===== src/rtl/deshifter_if.sv =====
// deshifter_if: serial-in / word-out bundle for the deshifter receiver.
// Latency: none; wires only.
// Backpressure: valid/ready on the word side; the serial side has no backpressure.
// With DESHIFTER_DIFF_CHECK_EN defined the bundle also carries the sin_n complement line.
// The master modport is the receiver itself; the slave modport is the link driver plus consumer.
interface deshifter_if #(parameter int WIDTH = 8);
   logic             sin;
`ifdef DESHIFTER_DIFF_CHECK_EN
   logic             sin_n;
`endif
   logic             sin_en;
   logic [WIDTH-1:0] dout;
   logic             valid;
   logic             ready;
   logic             busy;
   logic             overrun;
   logic             frame_err;
   logic             line_err;
   logic             clr_err;

`ifdef DESHIFTER_DIFF_CHECK_EN
   modport master (
      input  sin, sin_n, sin_en, ready, clr_err,
      output dout, valid, busy, overrun, frame_err, line_err
   );
   modport slave (
      output sin, sin_n, sin_en, ready, clr_err,
      input  dout, valid, busy, overrun, frame_err, line_err
   );
`else
   modport master (
      input  sin, sin_en, ready, clr_err,
      output dout, valid, busy, overrun, frame_err, line_err
   );
   modport slave (
      output sin, sin_en, ready, clr_err,
      input  dout, valid, busy, overrun, frame_err, line_err
   );
`endif
endinterface


===== src/rtl/deshifter.sv =====
// deshifter: LSB-first serial-to-parallel receiver with a one-word valid/ready holding register.
// Latency: dout/valid update on the edge that samples the last bit of a word.
// Backpressure: none on the serial side; a word completing into a full, unconsumed holding register is dropped and sets overrun.
// Optional feature: DESHIFTER_DIFF_CHECK_EN adds sin_n and the sticky line_err check (sin == sin_n on a sampled bit).
module deshifter #(
   parameter int WIDTH = 8
) (
   input  logic        clk,
   input  logic        reset,
   deshifter_if.master bus
);

   localparam int            CW   = $clog2(WIDTH);
   localparam logic [CW-1:0] LAST = CW'(WIDTH - 1);

   typedef enum logic {IDLE, SHIFT} state_t;

   state_t           state, state_nxt;
   logic [WIDTH-1:0] sr, sr_nxt;
   logic [CW-1:0]    cnt, cnt_nxt;
   logic [WIDTH-1:0] shifted;
   logic             word_done;
   logic             frame_evt;
   logic             load;
   logic             overrun_evt;

   logic [WIDTH-1:0] dout_q;
   logic             valid_q;
   logic             overrun_q;
   logic             frame_q;

   // New bit enters at the top so the first bit of a word ends up in bit 0.
   assign shifted = {bus.sin, sr[WIDTH-1:1]};

   // Assembly state: FSM, shift register and bit counter.
   always_ff @(posedge clk) begin
      if (reset) begin
         state <= IDLE;
         sr    <= '0;
         cnt   <= '0;
      end else begin
         state <= state_nxt;
         sr    <= sr_nxt;
         cnt   <= cnt_nxt;
      end
   end

   // Next-state: start on the first qualified bit, complete on bit WIDTH-1, abort when sin_en drops mid-word.
   always_comb begin
      state_nxt = state;
      sr_nxt    = sr;
      cnt_nxt   = cnt;
      word_done = 1'b0;
      frame_evt = 1'b0;
      case (state)
         IDLE: begin
            if (bus.sin_en) begin
               sr_nxt    = shifted;
               cnt_nxt   = CW'(1);
               state_nxt = SHIFT;
            end
         end
         SHIFT: begin
            if (bus.sin_en) begin
               if (cnt == LAST) begin
                  // The completed word is taken straight from 'shifted'; sr restarts clean.
                  word_done = 1'b1;
                  sr_nxt    = '0;
                  cnt_nxt   = '0;
                  state_nxt = IDLE;
               end else begin
                  sr_nxt  = shifted;
                  cnt_nxt = cnt + 1'b1;
               end
            end else begin
               // Partial word is discarded; the holding register is untouched.
               frame_evt = 1'b1;
               sr_nxt    = '0;
               cnt_nxt   = '0;
               state_nxt = IDLE;
            end
         end
         default: begin
            state_nxt = IDLE;
            sr_nxt    = '0;
            cnt_nxt   = '0;
         end
      endcase
   end

   // A completed word is accepted if the slot is empty or being drained on this same edge.
   assign load        = word_done && (!valid_q || bus.ready);
   assign overrun_evt = word_done && valid_q && !bus.ready;

   // Holding register: load on completion, clear valid on consumption.
   always_ff @(posedge clk) begin
      if (reset) begin
         dout_q  <= '0;
         valid_q <= 1'b0;
      end else if (load) begin
         dout_q  <= shifted;
         valid_q <= 1'b1;
      end else if (valid_q && bus.ready) begin
         valid_q <= 1'b0;
      end
   end

   // Sticky overrun/frame flags; a set event on the same edge beats clr_err.
   always_ff @(posedge clk) begin
      if (reset) begin
         overrun_q <= 1'b0;
         frame_q   <= 1'b0;
      end else begin
         if (overrun_evt)
            overrun_q <= 1'b1;
         else if (bus.clr_err)
            overrun_q <= 1'b0;

         if (frame_evt)
            frame_q <= 1'b1;
         else if (bus.clr_err)
            frame_q <= 1'b0;
      end
   end

`ifdef DESHIFTER_DIFF_CHECK_EN
   logic line_q;
   logic line_evt;

   // Equal true/complement levels on a sampled bit indicate a broken pair; data still comes from sin.
   assign line_evt = bus.sin_en && (bus.sin == bus.sin_n);

   // Sticky line error flag; set beats clr_err.
   always_ff @(posedge clk) begin
      if (reset)
         line_q <= 1'b0;
      else if (line_evt)
         line_q <= 1'b1;
      else if (bus.clr_err)
         line_q <= 1'b0;
   end

   assign bus.line_err = line_q;
`else
   assign bus.line_err = 1'b0;
`endif

   assign bus.dout      = dout_q;
   assign bus.valid     = valid_q;
   assign bus.busy      = (state == SHIFT);
   assign bus.overrun   = overrun_q;
   assign bus.frame_err = frame_q;

endmodule


===== src/flat_wrapper.sv =====
// flat-port wrapper written by rule: the top's interface ports become plain ports
module deshifter_flat 
#(
   parameter int WIDTH = 8
)
  (clk, reset, bus_sin, bus_sin_en, bus_ready, bus_clr_err, bus_dout, bus_valid, bus_busy, bus_overrun, bus_frame_err, bus_line_err);
  deshifter_if #(.WIDTH(WIDTH)) bus_i ();
  input  logic clk;
  input  logic reset;
  input wire logic [$bits(bus_i.sin)-1:0] bus_sin;
  input wire logic [$bits(bus_i.sin_en)-1:0] bus_sin_en;
  input wire logic [$bits(bus_i.ready)-1:0] bus_ready;
  input wire logic [$bits(bus_i.clr_err)-1:0] bus_clr_err;
  output wire logic [$bits(bus_i.dout)-1:0] bus_dout;
  output wire logic [$bits(bus_i.valid)-1:0] bus_valid;
  output wire logic [$bits(bus_i.busy)-1:0] bus_busy;
  output wire logic [$bits(bus_i.overrun)-1:0] bus_overrun;
  output wire logic [$bits(bus_i.frame_err)-1:0] bus_frame_err;
  output wire logic [$bits(bus_i.line_err)-1:0] bus_line_err;
  assign bus_i.sin = bus_sin;
  assign bus_i.sin_en = bus_sin_en;
  assign bus_i.ready = bus_ready;
  assign bus_i.clr_err = bus_clr_err;
  assign bus_dout = bus_i.dout;
  assign bus_valid = bus_i.valid;
  assign bus_busy = bus_i.busy;
  assign bus_overrun = bus_i.overrun;
  assign bus_frame_err = bus_i.frame_err;
  assign bus_line_err = bus_i.line_err;
  deshifter #(.WIDTH(WIDTH)) u_core (.clk(clk), .reset(reset), .bus(bus_i));
endmodule

===== config.mk =====
export PLATFORM = sky130hd
export DESIGN_NAME = deshifter_flat
export DESIGN_NICKNAME = d
export VERILOG_FILES = /design/src/rtl/deshifter_if.sv /design/src/rtl/deshifter.sv /design/src/flat_wrapper.sv
export SDC_FILE = /design/constraint.sdc
export NUM_CORES = 1
export LEC_CHECK = 0
export ABC_CLOCK_PERIOD_IN_PS = 1700
export CORE_AREA = 5 5 50 52
export DETAILED_ROUTE_END_ITERATION = 16
export DIE_AREA = 0 0 55 57
export PLACE_DENSITY = 0.83
export SLEW_MARGIN = 0
export SYNTH_ARGS = -nofsm -noshare
export SYNTH_HDL_FRONTEND = slang
export SYNTH_SLANG_ARGS = --single-unit

===== constraint.sdc =====
create_clock -name clk -period 1.7 [get_ports clk]
set_input_delay 0.17 -clock clk [delete_from_list [all_inputs] [get_ports clk]]
set_output_delay 0.17 -clock clk [all_outputs]
set_load 0.02 [all_outputs]

==> results of run 1 <==
stage by stage:
stage | instances | power, W | utilization, % | instance area [um2] | setup slack [ns]
final | 136 | 0.000877 | 54.9 | 1130 | 0.131
after global routing | 136 | 0.000918 | 54.9 | 1130 | 0.0532
after CTS | 136 | 0.000885 | 54.9 | 1130 | 0.121
after detailed placement | 132 | 0.000600 | 53.1 | 1090 | 0.166
after global placement | 132 | 0.000599 | 53.1 | 1090 | 0.203
after floorplan | 92 | 0.000582 | - | 917 | 0.399
synth_stat cells:
library cell,instances,area (um2)
nand3_2,1,10.0
a21boi_2,1,11.3
and2b_1,1,7.51
nand4b_1,1,8.76
nand2_1,2,7.51
nand3_1,1,5.00
ha_1,2,25.0
a31oi_1,1,6.26
buf_2,1,5.00
mux2i_1,8,80.1
a21oi_1,4,20.0
o21a_1,1,7.51
dfxtp_1,22,440
a22oi_1,7,52.6
nor2b_1,1,6.26
nor2_1,9,33.8
buf_4,3,22.5
nand2b_1,20,125
nor2_2,1,6.26
conb_1,1,3.75
nor3_1,1,5.00
clkbuf_1,2,7.51
nor2_8,1,20.0
per-layer routing:
metal	up-vias	track usage, %	share of wire, %
met5	-	0	0
li1	340	-	-
met3	5	3.39	3.2
met1	323	14.2	43
met2	10	18.8	50
met4	0	7.64	3.0
state kept, by name, indices dropped and copies added, names as in the netlist:
signal / cells
u_core.bus.busy: 1
u_core.bus.dout: 8
u_core.bus.frame_err: 1
u_core.bus.overrun: 1
u_core.bus.valid: 1
u_core.cnt: 3
u_core.sr: 7
power by group through the flow:
| stage | Clock (W) | Sequential (W) | Combinational, W |
|---|---|---|---|
| floorplan | 0 | 0.000540 | 0.0000416 |
| global placement | 0 | 0.000541 | 0.0000576 |
| detailed placement | 0 | 0.000541 | 0.0000590 |
| CTS | 0.000296 | 0.000530 | 0.0000591 |
| global route | 0.000323 | 0.000532 | 0.0000637 |
| finish | 0.000288 | 0.000530 | 0.0000586 |
cell type report:
type	count	area (um2)	area share [%]
well taps	28	35.0	3.09
flip-flops and latches	22	442	39.0
clock buffers	4	36.3	3.20
multi-input cells	64	442	39.0
repair buffers	18	178	15.7
placed cells by master, fill, tap and decap left out, types with 2 or more instances in the layout:
cell	count
a21oi_1	4
a22oi_1	7
clkbuf_4	3
clkdlybuf4s50_1	17
dfxtp_1	21
ha_1	2
mux2i_1	8
nand2_1	2
nand2b_1	20
nor2_1	9
worst paths after layout:
kind / cells past startpoint / from / endpoint
worst min register to register: 2 / u_core.cnt[1] / u_core.cnt[1]
worst min-delay path: 3 / bus_sin / u_core.bus.dout[7]
worst max-delay path: 1 / u_core.bus.busy / bus_busy
worst max register to register: 5 / u_core.cnt[0] / u_core.bus.dout[2]
cells by family after synthesis:
family          synth area share [%]
compound gates                  10.6
fa+ha+maj                       2.73
buf+inv                         3.82
flops                           48.0
mux                             8.73
other cells                    0.409
simple gates                    25.6
repair_timing:
action / in CTS / in global routing
buffers inserted: 0 / 0
hold buffers: 0 / 0
endpoints found under the setup margin: 1 / 0
resized for setup: 1 / 0
==> flow_summary.ini, run 1 <==
[grt]
grt_pass1_wl_um = 2770
gr-total-overflow = 0
antenna_found_initial = 0
grt_pass1_vias = 643
grt_usage_pct = 12.1
grt_start_max_net_pins = 31

[timing]
final_hold_viol_count = 0
holdWs_ns = 0.450
rsz0062_at_grt = false
finalCritPeriodShare_pct = 92.3
timing.final.crit_period_ns = 1.57
fmax_mhz = 637
final.setup_skew_ns = 0.00661
final.setup.tns_ns = 0
setup_viol = 0
slew_viol_final = 0

[clock_network]
clk_pin_slew_worst_paths_ns = 0.12
clk_latency_ns = 0.31
cts_max_level = 1
cts_buffers = 3
cts_tree = done
cts.sinks = 22
cts_buffer_depth = 2
clockRootBuffer = clkbuf_4

[cells_and_area]
area_growth_pct = 23.5
fin_nets = 117
fill_cells = 197
drive_above_1_share_pct = 9.26
antenna_cells = 0

[synthesis]
syn_area_um2 = 917
ys_seq_elements = 22
netlist_instances = 92
yosysSeqAreaShare_pct = 48.0
yosysUniqueCellTypes = 23
syn_area_per_cell_um2 = 9.97
synth_nets = 100
synth_warnings = 0

[setup_path]
worstPathArrival_ns = 1.40
critical_path_class = flip-flop to primary output
worstPathCellList = clkdlybuf4s50_1
cp_max_fo = 9
cp-end-kind = primary output
cp_slowest_cell = clkdlybuf4s50_1
crit_path_start_kind = flip-flop
crit_buf_inv = 1
critPathMaxStageDelay_ns = 0.64
crit_required_ns = 1.53
cp_top_family = buffers and inverters
r2r_slack_ns = 0.23

[routing]
wl_um = 1610
avgViaCountPerCell = 4.99
drc = 0
drt-initial-drc-count = 7
antenna_left = 0
wl_per_cell_um = 11.8
first_pass_iters = 4
vias = 678

[floorplan]
initial_core_util_pct = 44.5
die_w_um = 55
die_h_um = 57
core_mm2 = 0.00206
io_pins = 19
rows = 17
die_area_mm2 = 0.00314

[power]
pwr-share-clk_pct = 32.9
power_leakage_nw = 0.381
seq_power_share_pct = 60.4
powerDensity_mw_per_mm2 = 775
p_int_w = 0.000683
p_sw_w = 0.000194
peakVddDrop_mv = 0.532
combPwrFrac_pct = 6.7
switching_share_pct = 22.1

[run]
maxCapViolCount = 0

[run_status]
outcome = complete, no violations

[place]
place.gp.congestion = 0.713
io_buffers = 17
dp_hpwl_um = 1190

[min_path]
worst_hold_path_type = input port to flip-flop
Note: power is estimated with default switching activity, not from simulation.
==> run 2, diff against run 1 <==
ABC_CLOCK_PERIOD_IN_PS = 2000   (was 1700)
CORE_AREA = 5 5 48 50   (was 5 5 50 52)
DIE_AREA = 0 0 53 55   (was 0 0 55 57)
PLACE_DENSITY = 0.89   (was 0.83)
clock period = 2 ns   (was 1.7 ns; I/O delays follow)
==> run 2 against run 1 <==
  * Flip-flop and latch count is the same
  * Via count shrank 3.1%
  * Sequential share of layout area hardly changed
  * Largest power group unchanged
==> flow_summary.ini, run 2 (synthesis gave the netlist of run 1 again) <==
[run_status]
outcome = complete, no violations

[floorplan]
initial_core_util_pct = 49.3
io_pins = 19
core_mm2 = 0.00186
die_w_um = 53
rows = 16
die_area_mm2 = 0.00292
die_h_um = 55

[grt]
use_met1_pct = 14.8
antenna_found_initial = 0
grt_usage_pct = 12.2
grt_pass1_wl_um = 2550
gr-total-overflow = 0
grt-busiest-layer = met2
grtUsageMet2_pct = 19.8
grt_pass1_vias = 601
grt_start_max_net_pins = 31
use_met3_pct = 1.61

[routing]
vias = 657
avgViaCountPerCell = 4.87
antenna_left = 0
drt-initial-drc-count = 15
wl_per_cell_um = 11.2
wl_um = 1520
drc = 0
first_pass_iters = 4

[timing]
timing.final.crit_period_ns = 1.71
fmax_mhz = 585
finalCritPeriodShare_pct = 85.5
rsz0062_at_grt = false
slew_viol_final = 0
final.setup_skew_ns = 0.00327
setup_viol = 0
final.setup.tns_ns = 0
final_hold_viol_count = 0

[place]
placed_cell_area_mm2 = 0.00109
dp_hpwl_um = 1130
io_buffers = 17
place.gp.congestion = 0.709

[clock_network]
clockRootBuffer = clkbuf_4
clk_latency_ns = 0.30
postCtsSetupBuffers = 0
cts_buffers = 3
cts.sinks = 22
cts_max_level = 1
cts_tree = done
cts_buffer_depth = 2
cts_hold_buf = 0
clk_pin_slew_worst_paths_ns = 0.11
post_cts_resized = 0

[power]
switching_share_pct = 21.1
powerDensity_mw_per_mm2 = 651
p_sw_w = 0.000156
power_leakage_nw = 0.380
peakVddDrop_mv = 0.385
pwr-share-clk_pct = 32.0
p_int_w = 0.000580
combPwrFrac_pct = 6.8
seq_power_share_pct = 61.2

[setup_path]
cp_slowest_cell = clkdlybuf4s50_1
cp-end-kind = primary output
crit_path_start_kind = flip-flop
critical_path_class = flip-flop to primary output
rr_startpoint = u_core.cnt[0]
worstPathArrival_ns = 1.51
crit_required_ns = 1.80
critPathMaxStageDelay_ns = 0.68
cp_top_family = buffers and inverters
cp_max_fo = 9
worstPathCellList = clkdlybuf4s50_1
crit_buf_inv = 1
crit_start = u_core.bus.busy

[cells_and_area]
largest_register_ffs = 8
antenna_cells = 0
layout_common_cells = dfxtp_1 (22), nand2b_1 (20), clkdlybuf4s50_1 (17)
fin_nets = 117
fin_util_pct = 60.7
stdcell_area_mm2 = 0.00113
fill_cells = 159
final_common_cell = dfxtp_1
drive_above_1_share_pct = 8.33
area_growth_pct = 23.2

[run]
maxCapViolCount = 0

[min_path]
worst_hold_path_type = flip-flop to flip-flop
min_from = u_core.cnt[1]
-- run 2: cell counts in the layout (fill, tap and decap cells not counted) --
Identical to the previous run, type by type.
-- run 2: through the flow --
stage	hold WS, ns	total power [W]	std cells	setup WS, ns
after CTS	0.468	0.000747	135	0.279
after global placement	0.445	0.000509	131	0.490
after global routing	0.506	0.000766	135	0.229
after floorplan	0.355	0.000494	92	0.699
final	0.471	0.000736	135	0.290
after detailed placement	0.451	0.000510	131	0.442
-- run 2: final cells by class --
type	count	area [um2]	area share, %
well taps	27	33.8	2.99
flip-flops and latches	22	440	39.0
clock buffers	4	36.3	3.21
multi-input cells	64	442	39.1
repair buffers	18	178	15.7
-- run 2: final timing paths --
check	slack [ns]	to	cells past startpoint
worst min register to register	0.47	u_core.cnt[1]	2
worst max register to register	0.50	u_core.bus.dout[1]	5
worst min-delay path	0.47	u_core.cnt[1]	2
worst max-delay path	0.29	bus_busy	1
-- run 2: routing by layer --
| metal | wire length (um) | vias to the layer above |
|---|---|---|
| li1 | - | 341 |
| met1 | 697 | 299 |
| met2 | 737 | 13 |
| met3 | 43 | 4 |
| met4 | 39 | 0 |
| met5 | 0 | - |
-- run 2: power by group through the flow --
stage	clock [W]	combinational, W	sequential [W]
final	0.000236	0.0000501	0.000450
after CTS	0.000247	0.0000502	0.000450
after global routing	0.000260	0.0000547	0.000451
after floorplan	0	0.0000353	0.000459
after detailed placement	0	0.0000502	0.000460
after global placement	0	0.0000492	0.000460
